## src/rtl/riscv_fetch_buffer.sv

```systemverilog
// Instruction fetch front-end: credit-limited word fetch, in-order response
// buffering with PCs, decode handshake, and redirect flush with stale-response discard.
module riscv_fetch_buffer #(
  parameter int unsigned BUS_WIDTH = 32,
  parameter int unsigned DEPTH = 4,
  parameter logic [BUS_WIDTH-1:0] RESET_PC = {BUS_WIDTH{1'b0}}
) (
  input  logic                 clk,
  input  logic                 reset,
  output logic                 mem_req,
  output logic [BUS_WIDTH-1:0] mem_addr,
  input  logic                 mem_gnt,
  input  logic                 mem_rvalid,
  input  logic [BUS_WIDTH-1:0] mem_rdata,
  input  logic                 redirect,
  input  logic [BUS_WIDTH-1:0] redirect_pc,
  output logic                 inst_valid,
  output logic [BUS_WIDTH-1:0] inst,
  output logic [BUS_WIDTH-1:0] inst_pc,
  input  logic                 inst_ready
);

  localparam int unsigned PTR_W = $clog2(DEPTH);
  localparam int unsigned CNT_W = PTR_W + 1;
  localparam logic [CNT_W-1:0] CNT_ZERO = {CNT_W{1'b0}};
  localparam logic [CNT_W-1:0] CNT_ONE = {{(CNT_W-1){1'b0}}, 1'b1};
  localparam logic [CNT_W:0] CREDIT_MAX = (CNT_W+1)'(DEPTH);
  localparam logic [PTR_W-1:0] PTR_ZERO = {PTR_W{1'b0}};
  localparam logic [PTR_W-1:0] PTR_ONE = {{(PTR_W-1){1'b0}}, 1'b1};
  localparam logic [BUS_WIDTH-1:0] WORD_ZERO = {BUS_WIDTH{1'b0}};
  localparam logic [BUS_WIDTH-1:0] PC_ONE = {{(BUS_WIDTH-1){1'b0}}, 1'b1};

  logic [BUS_WIDTH-1:0] fetch_pc_q, fetch_pc_d;
  logic [BUS_WIDTH-1:0] resp_pc_q, resp_pc_d;
  logic [CNT_W-1:0]     outstanding_q, outstanding_d;
  logic [CNT_W-1:0]     discard_q, discard_d;
  logic [CNT_W-1:0]     count_q, count_d;
  logic [PTR_W-1:0]     rd_ptr_q, rd_ptr_d;
  logic [PTR_W-1:0]     wr_ptr_q, wr_ptr_d;
  logic [BUS_WIDTH-1:0] pc_mem_q [DEPTH];
  logic [BUS_WIDTH-1:0] pc_mem_d [DEPTH];
  logic [BUS_WIDTH-1:0] data_mem_q [DEPTH];
  logic [BUS_WIDTH-1:0] data_mem_d [DEPTH];

  logic [CNT_W:0] credit_sum_s;
  logic           req_s;
  logic           grant_s;
  logic           rsp_s;
  logic           drop_s;
  logic           push_s;
  logic           pop_s;

  // Handshake qualifiers; buffered plus in-flight words never exceed DEPTH.
  always_comb begin
    credit_sum_s = {1'b0, count_q} + {1'b0, outstanding_q};
    req_s   = !reset && !redirect && (credit_sum_s < CREDIT_MAX);
    grant_s = req_s && mem_gnt;
    rsp_s   = mem_rvalid && (outstanding_q != CNT_ZERO);
    drop_s  = rsp_s && (discard_q != CNT_ZERO);
    push_s  = rsp_s && !drop_s && !redirect;
    pop_s   = (count_q != CNT_ZERO) && inst_ready && !redirect;
  end

  // Next-state for PCs, counters and FIFO pointers.
  always_comb begin
    outstanding_d = outstanding_q + (grant_s ? CNT_ONE : CNT_ZERO) - (rsp_s ? CNT_ONE : CNT_ZERO);
    fetch_pc_d = fetch_pc_q;
    resp_pc_d  = resp_pc_q;
    discard_d  = discard_q;
    count_d    = count_q;
    rd_ptr_d   = rd_ptr_q;
    wr_ptr_d   = wr_ptr_q;
    if (redirect) begin
      // A response landing in the redirect cycle is stale too, so it is not counted.
      fetch_pc_d = redirect_pc;
      resp_pc_d  = redirect_pc;
      discard_d  = outstanding_q - (rsp_s ? CNT_ONE : CNT_ZERO);
      count_d    = CNT_ZERO;
      rd_ptr_d   = PTR_ZERO;
      wr_ptr_d   = PTR_ZERO;
    end else begin
      if (grant_s) begin
        fetch_pc_d = fetch_pc_q + PC_ONE;
      end else begin
        fetch_pc_d = fetch_pc_q;
      end
      if (drop_s) begin
        discard_d = discard_q - CNT_ONE;
      end else begin
        discard_d = discard_q;
      end
      if (push_s) begin
        resp_pc_d = resp_pc_q + PC_ONE;
        wr_ptr_d  = wr_ptr_q + PTR_ONE;
      end else begin
        resp_pc_d = resp_pc_q;
        wr_ptr_d  = wr_ptr_q;
      end
      if (pop_s) begin
        rd_ptr_d = rd_ptr_q + PTR_ONE;
      end else begin
        rd_ptr_d = rd_ptr_q;
      end
      case ({push_s, pop_s})
        2'b10:   count_d = count_q + CNT_ONE;
        2'b01:   count_d = count_q - CNT_ONE;
        default: count_d = count_q;
      endcase
    end
  end

  // FIFO storage write path.
  always_comb begin
    pc_mem_d   = pc_mem_q;
    data_mem_d = data_mem_q;
    if (push_s) begin
      pc_mem_d[wr_ptr_q]   = resp_pc_q;
      data_mem_d[wr_ptr_q] = mem_rdata;
    end else begin
      pc_mem_d   = pc_mem_q;
      data_mem_d = data_mem_q;
    end
  end

  // State registers with asynchronous clear.
  always_ff @(posedge clk or posedge reset) begin
    if (reset) begin
      fetch_pc_q    <= RESET_PC;
      resp_pc_q     <= RESET_PC;
      outstanding_q <= CNT_ZERO;
      discard_q     <= CNT_ZERO;
      count_q       <= CNT_ZERO;
      rd_ptr_q      <= PTR_ZERO;
      wr_ptr_q      <= PTR_ZERO;
      pc_mem_q      <= '{default: WORD_ZERO};
      data_mem_q    <= '{default: WORD_ZERO};
    end else begin
      fetch_pc_q    <= fetch_pc_d;
      resp_pc_q     <= resp_pc_d;
      outstanding_q <= outstanding_d;
      discard_q     <= discard_d;
      count_q       <= count_d;
      rd_ptr_q      <= rd_ptr_d;
      wr_ptr_q      <= wr_ptr_d;
      pc_mem_q      <= pc_mem_d;
      data_mem_q    <= data_mem_d;
    end
  end

  // Output drive; the head reads as zero while the FIFO is empty.
  always_comb begin
    mem_req    = req_s;
    mem_addr   = fetch_pc_q;
    inst_valid = (count_q != CNT_ZERO);
    if (count_q != CNT_ZERO) begin
      inst    = data_mem_q[rd_ptr_q];
      inst_pc = pc_mem_q[rd_ptr_q];
    end else begin
      inst    = WORD_ZERO;
      inst_pc = WORD_ZERO;
    end
  end

endmodule

```

## config.mk

```make
export PLATFORM = sky130hd
export DESIGN_NAME = riscv_fetch_buffer
export DESIGN_NICKNAME = d
export VERILOG_FILES = /design/src/rtl/riscv_fetch_buffer.sv
export SDC_FILE = /design/constraint.sdc
export NUM_CORES = 1
export LEC_CHECK = 0
export ABC_AREA = 1
export BUFFER_PORTS_ARGS = -buffer_cell sky130_fd_sc_hd__buf_4
export CORE_MARGIN = 2
export CORE_UTILIZATION = 24
export DETAILED_ROUTE_END_ITERATION = 10
export PLACE_DENSITY = 0.43
export SETUP_SLACK_MARGIN = 0.15
export SKIP_LAST_GASP = 1
export SYNTH_ARGS = -nofsm -noshare
export SYNTH_HDL_FRONTEND = slang
export SYNTH_SLANG_ARGS = --single-unit
```

## constraint.sdc

```tcl
create_clock -name clk -period 9.7 [get_ports clk]
set_input_delay 0.97 -clock clk [delete_from_list [all_inputs] [get_ports clk]]
set_output_delay 0.97 -clock clk [all_outputs]
set_load 0.05 [all_outputs]
```

* Word-level counts from Yosys, hierarchy flattened
Cells that the tools add are included.
Widths: inputs -> output; s select.
** Storage, ports and cells
- Flip-flop bits (word level) :: 333
- Input port bits :: 70
- Output and inout bits :: 98
- Logic and storage cells :: 81
** Cells by class
- $add $sub $neg :: 11
- Order comparisons :: 4
- Eq/ne operators :: 2
- Multiplexer cells :: 26
- Bitwise operators :: 2
- Reduce and logical (&&, ||, !) cells :: 21
** Operator list (count)
- $mux 32 :: 11
- $bwmux 128 :: 2
- $bmux 32 s2 :: 2
- $add 32x1->32 const B :: 2
- $demux 32 s2 :: 1
- $reduce_bool 3->1 :: 4
- $logic_and 1x1->1 :: 10
- $mux 3 :: 3
- $mux 2 :: 4
- $reduce_bool 2->1 :: 4
- $ge 3x3->1 const B :: 2
- $not 2->3 :: 2
- $pmux 3 s2 :: 1
- $sub 3x1->3 const B :: 2
- $add 2x1->2 const B :: 2
- $add 3x3->4 :: 1
- $lt 4x3->1 const B :: 1
- $add 3x1->3 :: 1
- $add 3x1->3 const B :: 1
- $logic_not 1->1 :: 3
- $lt 3x1->1 const B :: 1
- $sub 3x1->3 :: 1
- $sub 3x3->3 :: 1
- $eq 2x1->1 const B :: 1
- 2 further kinds :: 3

* Logic depth before layout (Yosys ltp)
Gate-level depths: netlist of run 1.
- Depth in word-level cells :: 9
- Depth in mapped cells :: 12

* Worst setup path after synthesis of run 1
No wires, ideal clock.
- Path kind :: input -> register
- Start :: input port reset
- End :: register outstanding_q[2]
- Arrival time :: 10.389 ns
- Data required time :: 9.571 ns
- Slack :: -0.817 ns
- Stages :: 10
- Path buffers :: 0
- Cell sequence :: inv_1 nand2_1 nor2_2 nand2_2 ha_1 inv_1 ha_1 fa_1 xnor2_1 xor2_1
** On the way
- Longest elaborated chain between the ends :: 7
** RTL lines
- from (decl) :: RTL line 9 : input logic reset,
- $logic_not 1->1 (no line)
- $logic_and 1x1->1 (2 in a row) :: RTL line 56 : req_s = !reset && !redirect && (credit_sum_s < CREDIT_MAX);
- net mem_req :: RTL line 10 : output logic mem_req,
- $logic_and 1x1->1 :: RTL line 57 : grant_s = req_s && mem_gnt;
- $mux 1 :: RTL line 66 : outstanding_d = outstanding_q + (grant_s ? CNT_ONE : CNT_ZERO) - (rsp_s ? CNT_ONE : CNT_ZERO);
- $add 3x1->3 :: RTL line 66
- $sub 3x3->3 :: RTL line 66
- net outstanding_d[2] :: RTL line 35 : logic [CNT_W-1:0] outstanding_q, outstanding_d;
- to (signal assigned) :: RTL line 140 : outstanding_q <= outstanding_d;
- to (decl) :: RTL line 35
The timed path passes the listed nets, and every way through them passes these cells.
A chain may end at the register's enable or synchronous reset.

* Final worst setup path of run 1
- Start :: register rd_ptr_q[0]
- End :: output port inst_pc[6]
** On the way
- Longest elaborated chain between the ends :: 5
** RTL lines
- from (decl) :: RTL line 38 : logic [PTR_W-1:0] rd_ptr_q, rd_ptr_d;
- from (signal assigned) :: RTL line 143 : rd_ptr_q <= rd_ptr_d;
- $not 2->3 (not written as such) :: RTL line 157 : inst_pc = pc_mem_q[rd_ptr_q];
- $bmux 32 s2 :: RTL line 157
- $mux 32 (not written as such) (2 in a row) :: RTL line 157
- $mux 32 :: RTL line 155 : if (count_q != CNT_ZERO) begin
- to (decl) :: RTL line 19 : output logic [BUS_WIDTH-1:0] inst_pc,
No other way between the ends. The select of a mux whose other input is x is not followed.

==> flow_summary_export.csv, run 1 <==
group,metric,value,unit
global_routing,grt_max_degree,173,
sta,final_max_slew_viol_count,0,
logic_synthesis,yosysSeqAreaShare,0.4886,
logic_synthesis,yosys_warnings,0,
logic_synthesis,synthesis.area,17050,sq um
global_routing,grt_pass1_wl,87380,um
layout,antenna_cells,0,
logic_synthesis,yosys_most_used_dff,"dfrtp_1",
drt,ant_nets,0,
placement,hpwl,36450,um
logic_synthesis,synth.area.mux_share,0.0006603,
global_routing,grt_use_total,0.1510,
logic_synthesis,synth_top_area_frac,0.4886,
layout,seq_area,8338,sq um
drt,drt_iter0_drc,937,
logic_synthesis,synthXorXnorAreaFrac,0.01284,
logic_synthesis,synth_compound_gate_area_share,0.1646,
status,status,"finished clean",
global_routing,grt_pass1_vias,14930,
flow_run,cap_violations,0,
floorplanning,num_rows,97,
global_routing,use_met3,0.02334,
clock_network,cts.sinks,333,
logic_synthesis,synth_top_family_by_area,"simple AND/OR/NAND/NOR gates",
sta,hold_violations,0,
layout,syn_to_final_growth,18.51,%
layout,final_util,0.2881,
logic_synthesis,synth_cells,2195,
global_routing,use_met1,0.2058,
floorplanning,start_util,0.2431,
global_routing,grt_overflow,0,
clock_network,cts.repair.resized,0,
sta,worst_pin_slew,1.035,ns
pwr,p_per_area,277.2,nW/um^2
global_routing,top_usage_layer,"met2",
clock_network,cts_hold_buf,0,
logic_synthesis,synthTopCellsByCount,"559 x nand2_1, 380 x nor2_1, 333 x dfrtp_1, 223 x o21ai_1, 166 x o21ai_0",
clock_network,cts_tree,"yes",
min_path,hp-class,"reg -> reg",
floorplanning,die_y,270.6,um
drt,vias,14750,
sta,period_share,0.4571,
setup_path,critPathMaxStageDelay,0.88,ns
layout,fillers,7713,
setup_path,path_max_fanout,92,
drt,drc,0,
logic_synthesis,ys_top_cells_by_area,"dfrtp_1 49%, nand2_1 12%, nor2_1 8.4%, o21ai_1 6.5%, o21ai_0 4.9%",
setup_path,cp_slowest_cell,"dfrtp_4",
placement,post-place-cells,3194,
drt,wl_per_cell,16.82,um
floorplanning,die_w,270.6,um
sta,rsz0062_at_grt,"false",
logic_synthesis,synth_fp_nets,2281,
floorplanning,ios,168,
sta,slew-limit-headroom,0.3100,
placement,globalplace.congestion,0.8388,
setup_path,critPathRequiredTime,8.73,ns
clock_network,htree_levels,2,
floorplanning,dieArea,73210,sq um
logic_synthesis,yosysTopAreaCell,"dfrtp_1",
drt,drt_first_pass_iters,5,
clock_network,clk_path_buf_depth,3,
global_routing,grt_util_met2,0.2489,
layout,multi_input_comb_area,7368,sq um
sta,finClkSkew,0.02330,ns
sta,max_freq,225.5,MHz
layout,drive_gt1_frac,0.1281,
sta,finalSetupTns,0,ns
logic_synthesis,avgSynthCellArea,7.769,sq um
clock_network,insertion_delay,0.58,ns
global_routing,antenna_found_initial,0,
logic_synthesis,yosysMostFrequentCell,"nand2_1",
sta,min_period,4.434,ns
logic_synthesis,yosys.area_share.simple,0.2405,
setup_path,cpMostUsedCell,"buf_4",
logic_synthesis,synth_edf_count,0,
setup_path,startpoint_type,"flop",
logic_synthesis,yosys.area_share.adder,0.01262,
pwr,ir_worst_vdd,0.1472,mV
clock_network,numCtsBuffers,43,
placement,io_buffer_count,167,
sta,setup_viol,0,
drt,wirelength,54920,um
setup_path,arrival,3.46,ns
clock_network,cts-root-buf,"clkbuf_16",
clock_network,clkTransAtPathRegs,0.06,ns
pwr,p_leak,0.009222,uW
floorplanning,core-area,70150,sq um
logic_synthesis,yosys_register_bits,333,
layout,nNetsFinal,2385,
drt,via_per_inst,4.517,
clock_network,post-cts-setup-buffer-count,0,
layout,final_cells,3266,
setup_path,crit_chain,"clkinv_2 > buf_4 > o21ai_0 > a21oi_1 > buf_4",
setup_path,critPathCaptureType,"output pin",
logic_synthesis,async_flop_share,1.000,
logic_synthesis,yosys.cell_types.count,34,
setup_path,critPathKind,"reg -> out",
## flip-flops by register name, indices dropped and copies added (netlist names)
signal and cells:
rd_ptr_q 2, outstanding_q 3, wr_ptr_q 2, pc_mem_q 128
resp_pc_q 32, data_mem_q 128, mem_addr 32, discard_q 3
count_q 3
## where the power goes
group          internal, uW  switching [uW]
Combinational           597            1370
Sequential             1730             261
Clock                  1010             635
## cell type report
| class | count | share of cell area |
|---|---|---|
| sequential | 333 | 0.4126 |
| multi-input combinational | 1608 | 0.3646 |
| inverter | 131 | 0.02464 |
| tap | 940 | 0.05819 |
| clock inverter | 14 | 0.01182 |
| timing repair buffer | 182 | 0.06822 |
| clock buffer | 58 | 0.05999 |
## per-layer routing
metal  routed length, um  share of wire
met5                   0              0
met4                1182          0.022
met3                2621          0.048
met2               25320           0.46
met1               25790           0.47
## layout by cell type (no fill, tap or decap), types with 3 or more instances in the layout
cell type  synthesis  final
a21oi_1           76     76
a31oi_1            5      5
buf_4              1    181
bufinv_16          0      5
clkbuf_1          46      7
clkbuf_16          0     43
clkbuf_8           0      8
clkinv_2           0      7
dfrtp_1          333    331
ha_1              14     14
inv_1            127    124
inv_2              3      3
nand2_1          559    559
nand2_4            2      5
nand3_1           76     76
nand3b_1           6      6
nand4_1            8      8
nor2_1           380    380
nor3_1             3      3
o211ai_1          17     17
o21ai_0          166    166
o21ai_1          223    223
o21ai_2           33     33
xnor2_1            5      5
xor2_1            20     20
## critical path: cells and delay by family, from the launching register on
family	cells	cell delay [ns]
buffers and inverters	3	1.38
flip-flops	1	0.88
AO/OA/AOI/OAI	2	0.47
## cell families after synthesis
logic type                 Yosys count
and+or+nand+nor                   1042
AOI/OAI and AO/OA                  524
DFF                                333
buffers and inverters              254
xor gates and xnor gates            25
adders and majority gates           16
muxes                                1
## final timing paths
| kind | end | cells past startpoint | startpoint | slack (ns) |
|---|---|---|---|---|
| hold reg to reg | data_mem_q[93]$_DFFE_PP0P_ | 2 | data_mem_q[93]$_DFFE_PP0P_ | 0.48 |
| min in group asynchronous | data_mem_q[24]$_DFFE_PP0P_ | 3 | reset | 0.72 |
| max in group asynchronous | mem_addr[12]$_DFFE_PP0P_ | 5 | reset | 6.61 |
| hold / removal | data_mem_q[93]$_DFFE_PP0P_ | 2 | data_mem_q[93]$_DFFE_PP0P_ | 0.48 |
| setup reg to reg | data_mem_q[91]$_DFFE_PP0P_ | 10 | discard_q[0]$_DFFE_PP0P_ | 6.59 |
| setup / recovery | inst_pc[6] | 5 | rd_ptr_q[0]$_DFFE_PP0P_ | 5.27 |
## stage by stage
| step | power (uW) | hold slack [ns] | instance area [sq um] | worst slack (ns) |
|---|---|---|---|---|
| final | 5602 | 0.4772 | 20210 | 5.266 |
| after global routing | 6000 | 0.4959 | 20210 | 4.976 |
| after CTS | 5697 | 0.4777 | 20210 | 5.192 |
| after detailed placement | 4014 | 0.4630 | 18760 | 5.825 |
| after global placement | 3994 | 0.4595 | 18760 | 5.839 |
| after floorplan | 3380 | 0.4496 | 17060 | 2.021 |
Note: power is estimated with default switching activity, not from simulation.
==> inputs of run 2 (changes only) <==
--- a/config.mk
+++ b/config.mk
@@ -10,7 +10,7 @@
 export CORE_MARGIN = 2
 export CORE_UTILIZATION = 24
 export DETAILED_ROUTE_END_ITERATION = 10
-export PLACE_DENSITY = 0.43
+export PLACE_DENSITY = 0.42
 export SETUP_SLACK_MARGIN = 0.15
 export SKIP_LAST_GASP = 1
 export SYNTH_ARGS = -nofsm -noshare
==> constraint.sdc (replaced) <==
create_clock -name clk -period 4.2 [get_ports clk]
set_input_delay 0.42 -clock clk [delete_from_list [all_inputs] [get_ports clk]]
set_output_delay 0.42 -clock clk [all_outputs]
set_load 0.05 [all_outputs]
==> run 2 against run 1 <==
  * Die area unchanged
  * Largest cell class unchanged
  * Worst hold slack got worse by 0.34 ns
  * Via count is 0.56% higher
  * Largest power group is now combinational logic
==> flow_summary_export.csv, run 2 (synthesis gave the netlist of run 1 again) <==
group,metric,value,unit
sta,finClkSkew,0.02212,ns
setup_path,critPathKind,"reg -> out",
layout,nNetsFinal,2390,
clock_network,post-cts-setup-buffer-count,0,
setup_path,crit_end,"inst_pc[15]",
sta,period_share,0.7430,
drt,drt_iter0_drc,1080,
floorplanning,core-area,70150,sq um
drt,wl_per_cell,17.03,um
placement,hpwl,35610,um
global_routing,grt_use_total,0.1521,
drt,drc,0,
setup_path,startpoint_type,"flop",
setup_path,startpoint,"rd_ptr_q[0]$_DFFE_PP0P_",
global_routing,antenna_found_initial,0,
floorplanning,die_y,270.6,um
drt,vias,14830,
drt,wirelength,55730,um
clock_network,htree_levels,2,
setup_path,rrSetupSlack,1.48,ns
clock_network,cts.repair.resized,0,
placement,pre_cts_ws,1.245,ns
pwr,p_per_area,635.2,nW/um^2
global_routing,grt_max_degree,129,
setup_path,ff2ff_path_depth,10,
setup_path,critPathRequiredTime,3.78,ns
placement,io_buffer_count,167,
layout,seq_area,8338,sq um
clock_network,clk_path_buf_depth,3,
placement,globalplace.congestion,0.8687,
sta,slew-limit-headroom,0.3299,
clock_network,cts-root-buf,"clkbuf_16",
pwr,p_leak,0.009239,uW
layout,drive_gt1_frac,0.1294,
layout,syn_to_final_growth,18.68,%
sta,rsz0062_at_grt,"false",
layout,layout_common_cells,"559 x nand2_1, 380 x nor2_1, 331 x dfrtp_1, 223 x o21ai_1, 181 x buf_4",
setup_path,path_max_fanout,128,
floorplanning,die_w,270.6,um
sta,timing.final.ws_setup,1.079,ns
layout,largestRegisters,"data_mem_q x128, pc_mem_q x128",
sta,setup_viol,0,
status,status,"finished clean",
floorplanning,num_rows,97,
sta,min_period,3.121,ns
sta,final_max_slew_viol_count,0,
layout,antenna_cells,0,
layout,fillers,7695,
sta,worst_pin_slew,1.005,ns
clock_network,numCtsBuffers,43,
drt,drt_first_pass_iters,5,
floorplanning,ios,168,
setup_path,critPathCaptureType,"output pin",
clock_network,cts_hold_buf,0,
flow_run,cap_violations,0,
sta,hold_violations,0,
drt,ant_nets,0,
floorplanning,dieArea,73210,sq um
setup_path,worstReg2RegEnd,"pc_mem_q[5]$_DFFE_PP0P_",
setup_path,reg2reg_from,"discard_q[0]$_DFFE_PP0P_",
clock_network,insertion_delay,0.57,ns
sta,fin_hold_ws,0.1405,ns
global_routing,grt_pass1_wl,88030,um
setup_path,arrival,2.70,ns
global_routing,grt_pass1_vias,14510,
min_path,hp-class,"in -> reg",
sta,max_freq,320.4,MHz
clock_network,cts_tree,"yes",
layout,multi_input_comb_area,7368,sq um
pwr,ir_worst_vdd,0.2436,mV
layout,final_common_cell,"nand2_1",
clock_network,clkTransAtPathRegs,0.06,ns
global_routing,grt_overflow,0,
floorplanning,start_util,0.2431,
drt,via_per_inst,4.532,
clock_network,cts.sinks,333,
## run 2: changes by cell type in the layout (fill, tap and decap cells not counted)
| cell | change |
|---|---|
| inv_6 | -1 |
| clkbuf_8 | +2 |
| clkinv_4 | -1 |
| clkinv_8 | +1 |
| clkbuf_1 | +3 |
| clkinvlp_4 | +1 |
| inv_2 | +1 |
| buf_12 | +5 |
| bufinv_16 | -3 |
| clkinv_16 | -1 |
## run 2: metrics by stage
step / util / std cells / TNS [ns] / instance area (sq um) / total power, uW
after floorplan: - / 2195 / -306.89 / 17060 / 7807
after CTS: 0.2885 / 3273 / 0 / 20240 / 13090
after detailed placement: 0.2688 / 3199 / 0 / 18860 / 9344
final: 0.2885 / 3273 / 0 / 20240 / 12860
after global routing: 0.2885 / 3273 / 0 / 20240 / 13780
after global placement: 0.2688 / 3199 / 0 / 18860 / 9295
## run 2: critical path: stages, from the launching register on
cell	delay [ns]
dfrtp_4	0.43
buf_12	0.46
nor2_1	0.13
nor2_1	0.11
o21ai_0	0.11
a21oi_1	0.46
buf_4	0.30
## run 2: cell type report
cell class              count  share of cell area
inverters                 131             0.02454
flip-flops and latches    333              0.4120
multi-input cells        1608              0.3641
clock inverters            11            0.006429
repair buffers            187             0.07307
clock buffers              63             0.06182
well taps                 940             0.05811
## run 2: worst min-delay path by stage
stage | slack (ns) | cells after the start | from | to
after global routing | 0.13 | 3 | redirect_pc[18] | mem_addr[18]$_DFFE_PP0P_
after global placement | 0.46 | 2 | data_mem_q[88]$_DFFE_PP0P_ | data_mem_q[88]$_DFFE_PP0P_
after CTS | 0.11 | 3 | mem_rdata[1] | data_mem_q[33]$_DFFE_PP0P_
after detailed placement | 0.46 | 2 | data_mem_q[88]$_DFFE_PP0P_ | data_mem_q[88]$_DFFE_PP0P_
after floorplan | 0.45 | 2 | pc_mem_q[90]$_DFFE_PP0P_ | pc_mem_q[90]$_DFFE_PP0P_
final | 0.14 | 3 | redirect_pc[18] | resp_pc_q[18]$_DFFE_PP0P_
## run 2: power by group
group,switching [uW],internal [uW],total (uW)
Clock,1460,2180,3640
Combinational,3310,1410,4720
Sequential,516,3980,4500
Total,5280,7570,12900
## run 2: per-layer routing
metal,track usage,wire (um),vias to the layer above,share of wire
met5,0,0,-,0
met4,0.03417,1092,0,0.020
met3,0.02201,2434,60,0.044
met2,0.2391,24930,337,0.45
met1,0.2200,27280,7124,0.49
li1,-,-,7312,-
==> inputs of run 3 (changes only) <==
--- a/config.mk
+++ b/config.mk
@@ -5,7 +5,7 @@
 export SDC_FILE = /design/constraint.sdc
 export NUM_CORES = 1
 export LEC_CHECK = 0
-export ABC_AREA = 1
+export ABC_AREA = 0
 export BUFFER_PORTS_ARGS = -buffer_cell sky130_fd_sc_hd__buf_4
 export CORE_MARGIN = 2
 export CORE_UTILIZATION = 24
==> constraint.sdc (replaced) <==
create_clock -name clk -period 3.3 [get_ports clk]
set_input_delay 0.33 -clock clk [delete_from_list [all_inputs] [get_ports clk]]
set_output_delay 0.33 -clock clk [all_outputs]
set_load 0.05 [all_outputs]
==> run 3 against run 2 <==
  * Area after synthesis shrank 3.2%
  * Clock skew shrank 0.0082 ns
  * Die area shrank 3.2%
==> flow_summary_export.csv, run 3 <==
group,metric,value,unit
status,status,"finished clean",
setup_path,crit_family,"simple AND/OR/NAND/NOR gates",
logic_synthesis,synth_cells,1199,
layout,multi_input_comb_area,7560,sq um
placement,globalplace.congestion,0.7516,
clock_network,numCtsBuffers,42,
global_routing,grt_overflow,0,
pwr,switchingPower,5679,uW
logic_synthesis,synth_top_area_frac,0.5049,
setup_path,reg2reg_from,"outstanding_q[2]$_DFF_PP0_",
logic_synthesis,yosysTopAreaCell,"dfrtp_1",
sta,hold_violations,0,
drt,ant_nets,0,
sta,fin_hold_ws,0.03926,ns
logic_synthesis,async_flop_share,1.000,
sta,worst_pin_slew,0.7614,ns
pwr,p_per_area,780.3,nW/um^2
global_routing,grt_use_total,0.1265,
drt,wirelength,44390,um
pwr,ir_worst_vdd,0.3815,mV
setup_path,rrSetupSlack,0.64,ns
layout,fillers,6860,
sta,max_freq,350.2,MHz
layout,syn_to_final_growth,23.60,%
setup_path,worstReg2RegEnd,"outstanding_q[2]$_DFF_PP0_",
layout,seq_area,8341,sq um
flow_run,cap_violations,0,
sta,slew-limit-headroom,0.4896,
setup_path,crit_chain,"or3_2 > buf_4 > and2_1 > buf_4",
setup_path,ff2ff_path_depth,10,
floorplanning,start_util,0.2415,
global_routing,grt_pass1_wl,69060,um
logic_synthesis,yosys.area_share.simple,0.09400,
global_routing,antenna_found_initial,0,
logic_synthesis,ys_top_cells_by_area,"dfrtp_1 50%, mux2_2 12%, mux4_2 8.7%, mux2_4 8.6%, and2_1 2.7%",
layout,nNetsFinal,1481,
logic_synthesis,yosys_register_bits,333,
floorplanning,dieArea,70880,sq um
drt,drc,0,
sta,setup_viol,0,
clock_network,htree_levels,2,
pwr,pwr-share-seq,0.359,
logic_synthesis,synthTopCellsByCount,"333 x dfrtp_1, 169 x mux2_2, 94 x mux2_4, 70 x and2_1, 64 x mux4_2",
logic_synthesis,synth_compound_gate_area_share,0.03631,
layout,layout_common_cells,"331 x dfrtp_1, 183 x buf_4, 169 x mux2_2, 94 x mux2_4, 69 x and2_1",
setup_path,cp.depth,4,
layout,antenna_cells,0,
pwr,p_int,10240,uW
clock_network,cts.sinks,333,
pwr,p_leak,0.008994,uW
floorplanning,ios,168,
setup_path,worst-path-buf-inv,2,
floorplanning,die_w,266.2,um
logic_synthesis,synthesis.area,16500,sq um
sta,period_share,0.8653,
layout,final_cells,2305,
pwr,power,15920,uW
clock_network,post-cts-setup-buffer-count,0,
logic_synthesis,yosys.cell_types.count,55,
placement,post-place-cells,2198,
layout,final_common_cell,"dfrtp_1",
clock_network,cts_tree,"yes",
sta,finClkSkew,0.01387,ns
pwr,power_frac_clock,0.279,
layout,drive_gt1_frac,0.4266,
setup_path,cp_slowest_cell,"or3_2",
global_routing,grt_pass1_vias,11150,
pwr,switching_share,0.3567,
drt,vias,10400,
clock_network,clkTransAtPathRegs,0.06,ns
setup_path,arrival,2.53,ns
logic_synthesis,synthXorXnorAreaFrac,0.02388,
floorplanning,core-area,68350,sq um
logic_synthesis,synth.area.mux_share,0.2906,
logic_synthesis,yosysSeqAreaShare,0.5049,
drt,drt_first_pass_iters,4,
global_routing,grt_max_degree,113,
setup_path,startpoint_type,"flop",
setup_path,critPathMaxStageDelay,0.74,ns
logic_synthesis,synth_fp_nets,1285,
clock_network,cts-root-buf,"clkbuf_16",
logic_synthesis,yosysMostFrequentCell,"dfrtp_1",
logic_synthesis,yosys_warnings,0,
setup_path,path_max_fanout,25,
clock_network,insertion_delay,0.55,ns
drt,wl_per_cell,19.26,um
clock_network,clk_path_buf_depth,3,
placement,hpwl,28790,um
sta,final_max_slew_viol_count,0,
layout,largestRegisters,"data_mem_q x128, pc_mem_q x128",
setup_path,cpMostUsedCell,"buf_4",
logic_synthesis,yosys.area_share.adder,0.01304,
drt,via_per_inst,4.512,
setup_path,crit_end,"inst_pc[18]",
sta,min_period,2.855,ns
floorplanning,die_y,266.2,um
logic_synthesis,yosys_most_used_dff,"dfrtp_1",
logic_synthesis,avgSynthCellArea,13.77,sq um
pwr,p_comb_frac,0.362,
min_path,hp-class,"in -> reg",
setup_path,critPathRequiredTime,2.97,ns
placement,io_buffer_count,167,
drt,drt_iter0_drc,494,
floorplanning,num_rows,96,
sta,rsz0062_at_grt,"false",
setup_path,startpoint,"count_q[0]$_DFFE_PP0P_",
setup_path,critPathCaptureType,"output pin",
logic_synthesis,synth_edf_count,0,
logic_synthesis,synth_top_family_by_area,"multiplexers",
setup_path,critPathKind,"reg -> out",
-- run 3: cell type report --
class / instances / area share
timing repair buffer: 231 / 0.09728
sequential: 333 / 0.4089
inverter: 22 / 0.004355
multi-input combinational: 765 / 0.3706
clock inverter: 7 / 0.002024
clock buffer: 65 / 0.06281
tap: 882 / 0.05410
-- run 3: repair_timing --
item	in CTS	in global routing
hold endpoints to repair	98	0
resized for setup	0	0
hold buffers	35	0
-- run 3: worst min-delay path by stage --
stage                    startpoint                          to  slack (ns)  depth (start not counted)
finish              redirect_pc[12]    mem_addr[12]$_DFFE_PP0P_        0.04                          3
global route           mem_rdata[1]  data_mem_q[33]$_DFFE_PP0P_        0.02                          2
CTS                   mem_rdata[12]  data_mem_q[44]$_DFFE_PP0P_      0.0007                          2
detailed placement            reset    discard_q[2]$_DFFE_PP0P_        0.33                          2
global placement              reset    discard_q[2]$_DFFE_PP0P_        0.34                          2
floorplan           redirect_pc[21]    mem_addr[21]$_DFFE_PP0P_        0.45                          2
-- run 3: cell families after synthesis --
logic type               count (synthesis)
multiplexers                           331
flip-flops                             333
adder cells (fa/ha/maj)                 16
buffers and inverters                  101
XOR/XNOR                                45
AND/OR/NAND/NOR                        278
AO/OA/AOI/OAI                           95
-- run 3: per-layer routing --
metal,global-route usage,part of all wire,up-vias
met2,0.1968,0.45,210
met1,0.1785,0.49,5414
li1,-,-,4732
met5,0,0,-
met3,0.02689,0.045,45
met4,0.03158,0.016,0
-- run 3: worst min-delay path, cell delays in order --
cell	delay [ns]
buf_4	0.08
nand2_1	0.07
o21ai_0	0.07
-- run 3: through the flow --
step | setup slack, ns | utilization | area [sq um] | setup TNS [ns]
finish | 0.4445 | 0.2985 | 20400 | 0
global placement | 0.6421 | 0.2740 | 18730 | 0
CTS | 0.3031 | 0.2985 | 20400 | 0
global route | 0.2634 | 0.2985 | 20400 | 0
detailed placement | 0.6332 | 0.2740 | 18730 | 0
floorplan | -1.479 | - | 16510 | -492.38
-- run 3: power groups by stage --
stage / clock network, uW / logic [uW] / registers (uW)
after global routing: 4790 / 6220 / 5870
final: 4440 / 5760 / 5720
after detailed placement: 0 / 5890 / 5790
after CTS: 4630 / 5930 / 5730
after global placement: 0 / 5820 / 5760
after floorplan: 0 / 4130 / 5670
